<file path="config.mk">
export PLATFORM = sky130hd
export DESIGN_NAME = fft_reorder_buffer
export DESIGN_NICKNAME = d
export VERILOG_FILES = /design/src/rtl/fft_reorder_buffer.sv
export SDC_FILE = /design/constraint.sdc
export NUM_CORES = 1
export LEC_CHECK = 0
export BUFFER_PORTS_ARGS = -buffer_cell sky130_fd_sc_hd__buf_2
export CORE_MARGIN = 4
export CORE_UTILIZATION = 56
export CTS_CLUSTER_SIZE = 40
export DETAILED_ROUTE_END_ITERATION = 7
export PLACE_DENSITY = 0.8
export SETUP_SLACK_MARGIN = 0.2
export SLEW_MARGIN = 15
export SYNTH_ARGS = -nofsm -noshare
export SYNTH_HDL_FRONTEND = slang
export SYNTH_SLANG_ARGS = --single-unit
</file>
<file path="constraint.sdc">
create_clock -name clk -period 3.1 [get_ports clk]
set_clock_uncertainty 0.2 [all_clocks]
set_input_delay 0.155 -clock clk [delete_from_list [all_inputs] [get_ports clk]]
set_output_delay 0.155 -clock clk [all_outputs]
set_load 0.01 [all_outputs]
</file>
<file path="src/rtl/fft_reorder_buffer.sv">
// Ping-pong reorder buffer: turns bit-reversed final-stage FFT output into natural order.
// Define FFT_REORDER_LAST_EN to add the out_last end-of-frame marker.
module fft_reorder_buffer #(
   parameter int NBITS = 16,
   parameter int LOG2N = 4
) (
   input  logic                    clk,
   input  logic                    rst_n,
   input  logic                    in_valid,
   output logic                    in_ready,
   input  logic signed [NBITS-1:0] in_re,
   input  logic signed [NBITS-1:0] in_im,
   output logic                    out_valid,
   input  logic                    out_ready,
   output logic signed [NBITS-1:0] out_re,
   output logic signed [NBITS-1:0] out_im
`ifdef FFT_REORDER_LAST_EN
   ,
   output logic                    out_last
`endif
);

   localparam int N = 1 << LOG2N;

   function automatic logic [LOG2N-1:0] bitrev(input logic [LOG2N-1:0] a);
      logic [LOG2N-1:0] r;
      for (int i = 0; i < LOG2N; i++) begin
         r[i] = a[LOG2N-1-i];
      end
      return r;
   endfunction

   // Both banks live in one array; the MSB of the address selects the bank.
   logic signed [NBITS-1:0] mem_re [0:2*N-1];
   logic signed [NBITS-1:0] mem_im [0:2*N-1];

   logic [1:0]       bank_full;
   logic [1:0]       bank_full_nxt;
   logic             wbank;
   logic             rbank;
   logic [LOG2N-1:0] wcnt;
   logic [LOG2N-1:0] rcnt;
   logic             wr_en;
   logic             rd_en;
   logic             wr_last;
   logic             rd_last;
   logic [LOG2N:0]   wr_addr;
   logic [LOG2N:0]   rd_addr;

   assign in_ready  = ~bank_full[wbank];
   assign out_valid = bank_full[rbank];
   assign wr_en     = in_valid & in_ready;
   assign rd_en     = out_valid & out_ready;
   assign wr_last   = wr_en & (wcnt == '1);
   assign rd_last   = rd_en & (rcnt == '1);
   assign wr_addr   = {wbank, bitrev(wcnt)};
   assign rd_addr   = {rbank, rcnt};

   // The filling bank is EMPTY and the draining bank is FULL, so both updates never collide.
   always_comb begin
      bank_full_nxt = bank_full;
      if (wr_last) bank_full_nxt[wbank] = 1'b1;
      if (rd_last) bank_full_nxt[rbank] = 1'b0;
   end

   always_ff @(posedge clk or negedge rst_n) begin
      if (!rst_n) begin
         bank_full <= 2'b00;
         wbank     <= 1'b0;
         rbank     <= 1'b0;
         wcnt      <= '0;
         rcnt      <= '0;
      end else begin
         bank_full <= bank_full_nxt;
         if (wr_en) begin
            wcnt <= wcnt + 1'b1;
            if (wr_last) wbank <= ~wbank;
         end
         if (rd_en) begin
            rcnt <= rcnt + 1'b1;
            if (rd_last) rbank <= ~rbank;
         end
      end
   end

   // Sample storage is deliberately left out of reset.
   always_ff @(posedge clk) begin
      if (wr_en) begin
         mem_re[wr_addr] <= in_re;
         mem_im[wr_addr] <= in_im;
      end
   end

   assign out_re = out_valid ? mem_re[rd_addr] : '0;
   assign out_im = out_valid ? mem_im[rd_addr] : '0;

`ifdef FFT_REORDER_LAST_EN
   assign out_last = out_valid & (rcnt == '1);
`endif

endmodule

</file>
==> results_dict.tcl <==
set metrics [dict create \
    cts_root_buf "clkbuf_16" \
    synth_fp_nets 1948 \
    critPathMaxFanout 6 \
    grt_usage_pct 27.4 \
    synth_area_sq_mm 0.0400 \
    hpwlAfterDp_um 54000 \
    worst_slew_pin_slew_ns 0.767 \
    layout_min_cycle_time_ns 3.31 \
    rsz0062_at_grt "yes" \
    power.leakage_nw 15.7 \
    p_total_mw 41.8 \
    status "finished, violations left" \
    setup_viol 32 \
    hold_path.class "in -> reg" \
    port_buffers 69 \
    synth-main-ff-cell "edfxtp_1" \
    dr.pass1.iters 5 \
    start_util_pct 56.8 \
    slew_viol_final 0 \
    clkLatencyLatePin_ns 0.66 \
    worstPathRequired_ns 2.74 \
    startpoint_type "flop" \
    critPathLaunch "rcnt[0]" \
    tritoncts "yes" \
    vias 21600 \
    grt_max_degree 65 \
    cts_buffers 95 \
    io_pins 70 \
    finalHoldViolations 0 \
    ys_types 34 \
    instances_no_fill 3195 \
    end_kind "primary output" \
    fin_hold_ws_ns 0.251 \
    cts_max_level 3 \
    routed_wl_um 106000 \
    peakVddDrop_mv 0.554 \
    avgSynthCellArea_sq_um 20.9 \
    die_x_um 275 \
    maxCapViolCount 0 \
    criticalPathCategory "reg -> out" \
    fmax_mhz 302 \
    ys_ff_latch 1036 \
    placedCellCount 2911 \
    core_sq_mm 0.0704 \
    syn_inst 1910 \
    first_iter_violations 2977 \
    dieArea_sq_mm 0.0757 \
    drive_above_1_share_pct 30.5 \
    clock_path_buffers 3 \
    vias_per_cell 6.74 \
    yosysWarnings 0 \
    violations "setup timing" \
    path_clk_slew_ns 0.07 \
    crit_arrival_ns 2.96 \
    power.density_mw_per_mm2 877 \
    wl_per_cell_um 33.1 \
    async_reset_ff_share_pct 1.16 \
    rows 97 \
    syn_to_final_growth_pct 19.2 \
    place_congestion 0.814 \
    grt_overflow 0 \
    numClockSinks 1036 \
    chipHeight_um 275 \
    timing.final.ws_setup_ns -0.211 \
    nets 2215 \
    drc 0 \
    dp_slack_ns 0.366 \
    timing.final.crit_share_pct 107 \
    reg2reg_from "bank_full[1]" \
    grt_pass1_vias 21900 \
    filler_cell_count 4077 \
    synth-seq-area-share_pct 77.7 \
    final_antenna_net_count 0 \
    hold_start "in_valid" \
    grt_first_pass_wirelength_um 150000 \
    antenna_found_initial 3 \
    synth_edf_count 1024 \
    slew-limit-headroom_pct 48.8 \
]
cells in the final DEF, fill, tap and decap left out, types with 32 or more instances in the layout:
cell | synthesis | routed
a211o_1 | 32 | 32
a211oi_1 | 32 | 32
a21o_1 | 32 | 32
buf_12 | 0 | 38
buf_2 | 30 | 57
buf_4 | 19 | 95
clkbuf_16 | 0 | 104
dlygate4sd3_1 | 0 | 36
edfxtp_1 | 1024 | 1024
mux2_2 | 34 | 34
mux2i_1 | 161 | 144
mux4_2 | 160 | 160
nor2_1 | 67 | 34
nor2_4 | 0 | 32
nor2b_1 | 33 | 32
o22ai_1 | 64 | 50
critical path, stage by stage, from the launching register on:
cell,delay (ns)
dfrtp_4,0.55
buf_6,0.17
buf_12,0.14
buf_4,0.15
buf_8,0.12
mux4_2,0.43
o22ai_2,0.21
nor3_2,0.08
o221a_4,0.30
buf_6,0.13
power breakdown:
part / internal (mW) / leakage [nW] / switching, mW
Combinational: 6.40 / 4.86 / 6.95
Clock: 6.64 / 1.52 / 5.14
Sequential: 16.2 / 9.36 / 0.431
Total: 29.2 / 15.7 / 12.5
per-stage QoR:
step	TNS [ns]	util [%]	instance area (sq um)
2_1_floorplan	-193.38	-	40000
3_3_place_gp	0	60.3	42500
3_5_place_dp	0	60.3	42500
4_1_cts	-4.65	66.7	47000
5_1_grt	-6.01	67.7	47600
6_report	-4.51	67.7	47600
registers in the layout (all words and copies together) (netlist names):
signal     count
bank_full      2
mem_im       512
mem_re       512
rbank          1
rcnt           4
wbank          1
wcnt           4
final cells by class:
cell class / instances / area (sq um) / share of cell area (%)
Clock buffer: 107 / 2440 / 5.13
Tap cell: 940 / 1180 / 2.47
Multi-Input combinational cell: 755 / 8930 / 18.7
Timing Repair Buffer: 289 / 3310 / 6.95
Sequential cell: 1036 / 31100 / 65.2
Antenna cell: 1 / 2.50 / 0.00525
Clock inverter: 67 / 696 / 1.46
cells in the mapped netlist, types with 33 or more instances:
cell type  number  area [sq um]
mux2i_1       161          1610
clkbuf_1       53           199
nor2b_1        33           206
edfxtp_1     1024         30700
mux2_2         34           383
o22ai_1        64           400
mux4_2        160          3600
nor2_1         67           251
timing repair:
item / in CTS / in global routing
pin swaps: 34 / 31
endpoints found under the hold margin: 1051 / 0
setup endpoints to repair: 32 / 37
gates resized for setup: 93 / 54
cloned: 11 / 8
setup buffers: 33 / 21
hold buffers: 36 / 0
per-layer routing:
layer / global-route usage [%] / part of all wire [%]
met5: 0 / 0.022
met4: 11.7 / 4.4
met3: 5.55 / 12
met2: 44.7 / 50
met1: 36.6 / 34
path summary, 6_finish.rpt:
kind,endpoint,slack (ns),depth (start not counted)
max,out_im[10],-0.21,9
min,wcnt[0],0.25,4
max reg2reg,mem_re[20][2],0.31,5
min reg2reg,bank_full[0],0.35,1
max in group asynchronous,rcnt[2],1.88,3
min in group asynchronous,wcnt[1],0.40,3
logic make-up after synthesis:
kind of cell	after synthesis	synth area share, %
AOI/OAI and AO/OA	227	4.58
xor gates and xnor gates	8	0.175
and+or+nand+nor	162	1.97
muxes	355	14.0
DFF	1036	77.7
buffers and inverters	120	1.49
adders and majority gates	2	0.0626
Power figures use the tool's default switching activity.
